### config.mk
export PLATFORM = sky130hd
export DESIGN_NAME = yuv_to_rgb_pipe
export DESIGN_NICKNAME = d
export VERILOG_FILES = /design/src/rtl/yuv_to_rgb_pipe.sv
export SDC_FILE = /design/constraint.sdc
export NUM_CORES = 1
export LEC_CHECK = 0
export BUFFER_PORTS_ARGS = -buffer_cell sky130_fd_sc_hd__clkbuf_2
export CORE_ASPECT_RATIO = 1.4
export CORE_MARGIN = 2
export CORE_UTILIZATION = 29
export CTS_CLUSTER_DIAMETER = 60
export CTS_CLUSTER_SIZE = 16
export DETAILED_ROUTE_END_ITERATION = 6
export SYNTH_ARGS = -nofsm -noshare
export SYNTH_HDL_FRONTEND = slang
export SYNTH_SLANG_ARGS = --single-unit
### constraint.sdc
create_clock -name clk -period 9.9 [get_ports clk]
set_input_delay 0.495 -clock clk [delete_from_list [all_inputs] [get_ports clk]]
set_output_delay 0.495 -clock clk [all_outputs]
set_load 0.01 [all_outputs]
### src/rtl/yuv_to_rgb_pipe.sv
// Three-stage YUV to RGB converter: BT.601/BT.709 selectable per pixel, one global stall enable.
// Optional saturation counter on sat_cnt when YUV2RGB_SAT_CNT_EN is defined.
module yuv_to_rgb_pipe #(
    parameter int unsigned DW   = 8,
    parameter int unsigned FRAC = 10
) (
    input  logic          clk,
    input  logic          rst_n,
    input  logic          in_valid,
    output logic          in_ready,
    input  logic [DW-1:0] in_y,
    input  logic [DW-1:0] in_u,
    input  logic [DW-1:0] in_v,
    input  logic          in_std,
    input  logic          in_last,
    output logic          out_valid,
    input  logic          out_ready,
    output logic [DW-1:0] out_r,
    output logic [DW-1:0] out_g,
    output logic [DW-1:0] out_b,
    output logic          out_last
`ifdef YUV2RGB_SAT_CNT_EN
    ,
    output logic [15:0]   sat_cnt
`endif
);

    localparam int unsigned W  = DW + FRAC + 4;
    localparam int unsigned CW = FRAC + 3;
    localparam real         SCALE = real'(1 << FRAC);

    localparam logic signed [CW-1:0] K601_R  = CW'($rtoi(1.402  * SCALE + 0.5));
    localparam logic signed [CW-1:0] K601_GU = CW'($rtoi(0.344  * SCALE + 0.5));
    localparam logic signed [CW-1:0] K601_GV = CW'($rtoi(0.714  * SCALE + 0.5));
    localparam logic signed [CW-1:0] K601_B  = CW'($rtoi(1.772  * SCALE + 0.5));
    localparam logic signed [CW-1:0] K709_R  = CW'($rtoi(1.5748 * SCALE + 0.5));
    localparam logic signed [CW-1:0] K709_GU = CW'($rtoi(0.1873 * SCALE + 0.5));
    localparam logic signed [CW-1:0] K709_GV = CW'($rtoi(0.4681 * SCALE + 0.5));
    localparam logic signed [CW-1:0] K709_B  = CW'($rtoi(1.8556 * SCALE + 0.5));

    localparam logic signed [W-1:0] RND  = W'(1 << (FRAC - 1));
    localparam logic signed [W-1:0] MAXV = W'((1 << DW) - 1);

    logic adv;

    logic                 s1_valid_q;
    logic [DW-1:0]        s1_y_q;
    logic signed [DW:0]   s1_u_q;
    logic signed [DW:0]   s1_v_q;
    logic                 s1_std_q;
    logic                 s1_last_q;

    logic                 s2_valid_q;
    logic [DW-1:0]        s2_y_q;
    logic                 s2_last_q;
    logic signed [W-1:0]  s2_pr_q;
    logic signed [W-1:0]  s2_pgu_q;
    logic signed [W-1:0]  s2_pgv_q;
    logic signed [W-1:0]  s2_pb_q;

    logic signed [CW-1:0] k_r, k_gu, k_gv, k_b;
    logic signed [W-1:0]  u_ext, v_ext;
    logic signed [W-1:0]  y_ext, sum_r, sum_g, sum_b;

    // A stalled output freezes the whole pipe, so upstream may only accept when it moves.
    assign adv      = ~out_valid | out_ready;
    assign in_ready = adv;

    function automatic logic signed [W-1:0] term(input logic signed [W-1:0] p);
        return (p + RND) >>> FRAC;
    endfunction

    function automatic logic clipped(input logic signed [W-1:0] x);
        return x[W-1] | (x > MAXV);
    endfunction

    function automatic logic [DW-1:0] clamp(input logic signed [W-1:0] x);
        logic [DW-1:0] res;
        if (x[W-1]) begin
            res = '0;
        end else if (x > MAXV) begin
            res = '1;
        end else begin
            res = x[DW-1:0];
        end
        return res;
    endfunction

    always_ff @(posedge clk or negedge rst_n) begin
        if (!rst_n) begin
            s1_valid_q <= 1'b0;
            s2_valid_q <= 1'b0;
            out_valid  <= 1'b0;
        end else if (adv) begin
            s1_valid_q <= in_valid;
            s2_valid_q <= s1_valid_q;
            out_valid  <= s2_valid_q;
        end
    end

    // Stage 1: offset-binary chroma to signed by inverting the MSB and sign-extending.
    always_ff @(posedge clk) begin
        if (adv) begin
            s1_y_q    <= in_y;
            s1_u_q    <= {~in_u[DW-1], ~in_u[DW-1], in_u[DW-2:0]};
            s1_v_q    <= {~in_v[DW-1], ~in_v[DW-1], in_v[DW-2:0]};
            s1_std_q  <= in_std;
            s1_last_q <= in_last;
        end
    end

    always_comb begin
        if (s1_std_q) begin
            k_r  = K709_R;
            k_gu = K709_GU;
            k_gv = K709_GV;
            k_b  = K709_B;
        end else begin
            k_r  = K601_R;
            k_gu = K601_GU;
            k_gv = K601_GV;
            k_b  = K601_B;
        end
    end

    assign u_ext = W'(s1_u_q);
    assign v_ext = W'(s1_v_q);

    always_ff @(posedge clk) begin
        if (adv) begin
            s2_y_q    <= s1_y_q;
            s2_last_q <= s1_last_q;
            s2_pr_q   <= v_ext * W'(k_r);
            s2_pgu_q  <= u_ext * W'(k_gu);
            s2_pgv_q  <= v_ext * W'(k_gv);
            s2_pb_q   <= u_ext * W'(k_b);
        end
    end

    assign y_ext = W'(s2_y_q);
    assign sum_r = y_ext + term(s2_pr_q);
    assign sum_g = y_ext - term(s2_pgu_q) - term(s2_pgv_q);
    assign sum_b = y_ext + term(s2_pb_q);

    always_ff @(posedge clk or negedge rst_n) begin
        if (!rst_n) begin
            out_r    <= '0;
            out_g    <= '0;
            out_b    <= '0;
            out_last <= 1'b0;
        end else if (adv && s2_valid_q) begin
            out_r    <= clamp(sum_r);
            out_g    <= clamp(sum_g);
            out_b    <= clamp(sum_b);
            out_last <= s2_last_q;
        end
    end

`ifdef YUV2RGB_SAT_CNT_EN
    logic any_sat;
    logic out_sat_q;

    assign any_sat = clipped(sum_r) | clipped(sum_g) | clipped(sum_b);

    always_ff @(posedge clk or negedge rst_n) begin
        if (!rst_n) begin
            out_sat_q <= 1'b0;
            sat_cnt   <= '0;
        end else begin
            if (adv && s2_valid_q) begin
                out_sat_q <= any_sat;
            end
            if (out_valid && out_ready && out_sat_q && (sat_cnt != 16'hFFFF)) begin
                sat_cnt <= sat_cnt + 16'd1;
            end
        end
    end
`endif

endmodule

==> metrics, run 1 <==
die area 45100 µm²; Fin. Hold Viols 0; CTS buffer count 9; GP Congestion 0.872; post-CTS resize count 0; site row count 90; Post-DP HPWL 22.4 mm; number of buffers inserted by hold repair at cts 0; cell taking the most area after synthesis ha_1; top cell type's share of synthesized area 21.4%; Min-Delay Path Class in -> async; CTS clk-pin slew, worst paths 0.08 ns; Fin Hold WS 0.164 ns; Clock Skews 0.0135 ns; Initial DRT Pass Iterations 6; global-route wire length before repair 43.2 mm; status finished clean; Arrival @ worst endpoint 5.90 ns; GRT Overall Usage a little under an eighth; actual slew at the worst max-slew pin 0.956 ns; Post-synth ARST share 26.9%; Post-Synthesis Cell Area roughly 13000 µm²; I/O pins 57; MaxCap Viol Count 0; vias in the first global route 8908; final period utilization 58.6%; Place WS 4.14 ns; Synth area leaders ha_1, fa_1, edfxtp_1, inv_1, dfrtp_1; crit path capture type flip-flop; vias post-DR 8354; DRC Markers 0; largest net degree at the start of global routing 48; DRT iter0 DRCs between 300 and 400; Yosys cell types 65; WL per Instance 13.8 µm; CP max FO 34; CTS tree yes; Initial Util 29.3%; Clock Tree Buf Depth 2; count of pins over their slew limit 0; list of most frequent post-synthesis cells inv_1, ha_1, fa_1; Slew Limit Headroom 36.2%; sequential element share of the synthesized area 23.7%; CTS H-Tree Depth 3; synthesized area per cell 10.2 µm²; crit path time final 5.80 ns; layout cell share with drive strength beyond 1 7.99%; synthesized flop and latch total 104; startpoint types flip-flop; Filler Cells Inserted 4400; antenna cell count 0; initial antenna violation count 0; vias per inst 4.51; EDFF count, synth 76; RSZ-0062 raised after global routing false; Area Growth Syn to Fin 10.1%; Core Area 43000 µm²; Setup Crit Path Kind reg -> reg; Setup Buffers After CTS 0; Root Buffer clkbuf_16; # setup viols final 0; Worst Path Required 10.00 ns; clk_lat worst skew 0.36 ns; Fmax achieved around 170 MHz; Die X 180 µm; dominant synthesized flop cell edfxtp_1; nets@finish 1672; DIE HEIGHT around 250 µm; PortBufs 56; clock sink total 104; most instantiated library cell after synthesis inv_1; routed wire length ~26 mm; Ys Warns 0; worst setup margin a little over 4 ns; remaining global-route overflow 0; Post-DRT Antenna Nets 0; Mapped Cells 1230; setup TNS 0 ns
## path summary, 6_finish.rpt
kind                       slack (ns)  depth (start not counted)     endpoint  startpoint
setup / recovery                 4.10                         17  s2_pb_q[20]    s1_std_q
hold / removal                   0.16                          1     out_b[5]       rst_n
setup reg to reg                 4.10                         17  s2_pb_q[20]    s1_std_q
hold reg to reg                  0.41                          0    s2_y_q[1]   s1_y_q[1]
max in group asynchronous        9.28                          1     out_r[3]       rst_n
min in group clk                 0.30                          1    s1_u_q[4]     in_u[4]
## metrics by stage
step                util, %  cell area, µm²  instances
global placement       31.5           13600       1837
finish                 32.2           13900       1853
global route           32.2           13900       1853
detailed placement     31.5           13600       1837
CTS                    32.2           13900       1853
floorplan                 -           12600       1241
## cells in the final DEF (no fill, tap or decap), drive strengths merged, types with 19 or more instances in the layout
| cell | n |
|---|---|
| a21oi | 43 |
| o21ai | 32 |
| clkbuf | 66 |
| inv | 268 |
| nor2 | 43 |
| and2 | 20 |
| xor2 | 27 |
| ha | 215 |
| dfrtp | 28 |
| nor3 | 19 |
| nand2b | 19 |
| edfxtp | 76 |
| nand3 | 30 |
| xnor2 | 58 |
| nand2 | 48 |
| fa | 131 |
## registers in the layout (all words and copies together) (netlist names), 9 cells and up
register,cells
s2_pb_q,11
s2_pgv_q,10
s2_pr_q,11
s2_pgu_q,9
## worst max-delay path: stages, from the launching register on
cell      delay [ns]
edfxtp_1        0.98
nor2b_1         0.21
inv_1           0.20
fa_1            0.47
fa_1            0.52
inv_1           0.05
fa_1            0.53
inv_1           0.05
fa_1            0.53
inv_1           0.04
ha_1            0.33
and3_1          0.20
a211oi_1        0.39
o311ai_0        0.27
a21oi_1         0.26
inv_1           0.09
a221oi_1        0.31
xnor2_1         0.10
## area by class of cell
class	count	area [µm²]	area share (%)
clock buffers	10	239	1.73
multi-input cells	859	8610	62.1
clock inverters	6	47.5	0.343
well taps	552	691	4.99
repair buffers	58	295	2.13
inverters	264	991	7.15
flip-flops and latches	104	2980	21.5
## metal layers
layer  vias to the layer above  share of wire (%)  global-route usage, %
met3                        43                2.5                   1.82
met2                        95                 53                   22.5
met1                      3985                 41                   13.1
li1                       4231                  -                      -
met4                         0                3.3                   4.75
met5                         -                  0                      0
## logic make-up after synthesis
| logic type | after synthesis | share of synthesized area [%] |
|---|---|---|
| AOI/OAI and AO/OA | 170 | 9.61 |
| xor gates and xnor gates | 85 | 5.92 |
| adders and majority gates | 346 | 42.2 |
| buffers and inverters | 278 | 8.30 |
| DFF | 104 | 23.7 |
| muxes | 3 | 0.268 |
| other | 2 | 0.0597 |
| and+or+nand+nor | 242 | 9.93 |
Power of run 1 is not shown: default switching activity piles up to over one toggle a cycle in this logic, so the estimate is an artifact.
==> run 2: changes to the inputs <==
==> constraint.sdc (replaced) <==
create_clock -name clk -period 5.85 [get_ports clk]
set_input_delay 0.2925 -clock clk [delete_from_list [all_inputs] [get_ports clk]]
set_output_delay 0.2925 -clock clk [all_outputs]
set_load 0.01 [all_outputs]
==> metrics, run 2 (synthesized netlist as in run 1, its figures left out) <==
status finished, violations left; failing checks hold timing; vias post-DR 8384; Fmax achieved 183 MHz; RSZ-0062 raised after global routing false; nets@finish around 1700; I/O pins 57; Fin. Hold Viols 28; Filler Cells Inserted 4379; Area after DPL 13600 µm²; CTS tree yes; antenna cell count 0; GRT Overall Usage roughly an eighth; Root Buffer clkbuf_16; CTS clk-pin slew, worst paths 0.07 ns; Post-DRT Antenna Nets 0; most common cell after layout, fill and taps aside inv_1; Clock Tree Buf Depth 2; clk_lat worst skew 0.37 ns; Fin Hold WS -0.0221 ns; Core Area 43000 µm²; global-route wire length before repair 43.4 mm; Area Growth Syn to Fin 10.3%; routed wire length 25.7 mm; Min-Delay Path Class in -> async; number of buffers inserted by hold repair at cts 0; Slew Limit Headroom a little over a third; worst setup margin approximately 0.38 ns; PortBufs between 50 and 60; post-CTS resize count 0; site row count 90; DRT iter0 DRCs 259; Initial Util 29.3%; GP Congestion approximately 0.87; Post-Layout Inst Area roughly 14000 µm²; clock sink total 104; largest net degree at the start of global routing 62; setup slack, reg-to-reg 0.38 ns; Initial DRT Pass Iterations 4; Arrival @ worst endpoint 5.59 ns; remaining global-route overflow 0; vias in the first global route between 8000 and 9000; Place WS 0.292 ns; startpoint types flip-flop; vias per inst 4.51; MaxCap Viol Count 0; Post-DP HPWL 22.2 mm; most frequent cells in the layout inv_1, ha_1, fa_1; count of pins over their slew limit 0; WL per Instance 13.8 µm; Worst Path Required 5.97 ns; Die X roughly 180 µm; crit path time final between 5 and 6 ns; CTS buffer count 9; Clock Skews about 0.0095 ns; CP max FO 13; final period utilization between 90% and 100%; die area 45100 µm²; Regs by FF count s2_pb_q: 11 flops, s2_pr_q: 11 flops, s2_pgv_q: 10 flops; Setup Buffers After CTS 0; # setup viols final 0; layout cell share with drive strength beyond 1 8.35%; initial antenna violation count 0; Setup Crit Path Kind reg -> reg; crit path capture type flip-flop; setup TNS 0 ns; DRC Markers 0; actual slew at the worst max-slew pin 0.956 ns; CTS H-Tree Depth 3; DIE HEIGHT 250 µm
-- run 2: changes by cell type in the layout (fill, tap and decap cells not counted) --
| cell | delta |
|---|---|
| clkbuf_1 | +1 |
| inv_4 | -1 |
| buf_4 | +5 |
| clkinvlp_4 | +1 |
| inv_8 | -1 |
| clkinv_1 | -1 |
| clkinv_2 | +1 |
-- run 2: path summary, 6_finish.rpt --
path,from,to,cells past startpoint
setup / recovery,s1_std_q,s2_pgv_q[20],17
max in group asynchronous,rst_n,out_r[4],1
setup reg to reg,s1_std_q,s2_pgv_q[20],17
min in group clk,in_u[0],s1_u_q[0],1
hold reg to reg,s1_y_q[1],s2_y_q[1],0
hold / removal,rst_n,out_b[6],1
-- run 2: stage by stage --
stage	util (%)	cells
global placement	31.6	1841
floorplan	-	1241
CTS	32.3	1857
finish	32.3	1858
detailed placement	31.6	1841
global route	32.3	1858
-- run 2: area by class of cell --
class                   instances  area [µm²]  share of cell area (%)
multi-input cells             859        8610                    62.0
flip-flops and latches        104        2980                    21.5
inverters                     264         991                    7.14
well taps                     552         691                    4.97
repair buffers                 63         333                    2.40
clock buffers                  11         243                    1.75
clock inverters                 5        38.8                   0.279
-- run 2: metal layers --
layer	global-route usage, %	up-vias	part of all wire, %
met4	5.23	0	3.8
met1	13.3	4020	41
met5	0	-	0
met3	1.74	45	2.6
met2	22.5	98	53
li1	-	4221	-
-- run 2: worst max-delay path, cell delays in order, from the launching register on --
cell	delay (ns)
edfxtp_1	0.65
buf_4	0.29
nand2b_1	0.17
inv_1	0.15
fa_1	0.50
inv_1	0.06
fa_1	0.53
inv_1	0.05
fa_1	0.52
fa_1	0.49
ha_1	0.35
nand3_1	0.10
a21oi_2	0.04
or2_1	0.26
o41a_1	0.39
a41o_1	0.30
o41ai_2	0.27
xnor2_1	0.10
Power of run 2 is left out for the same reason.
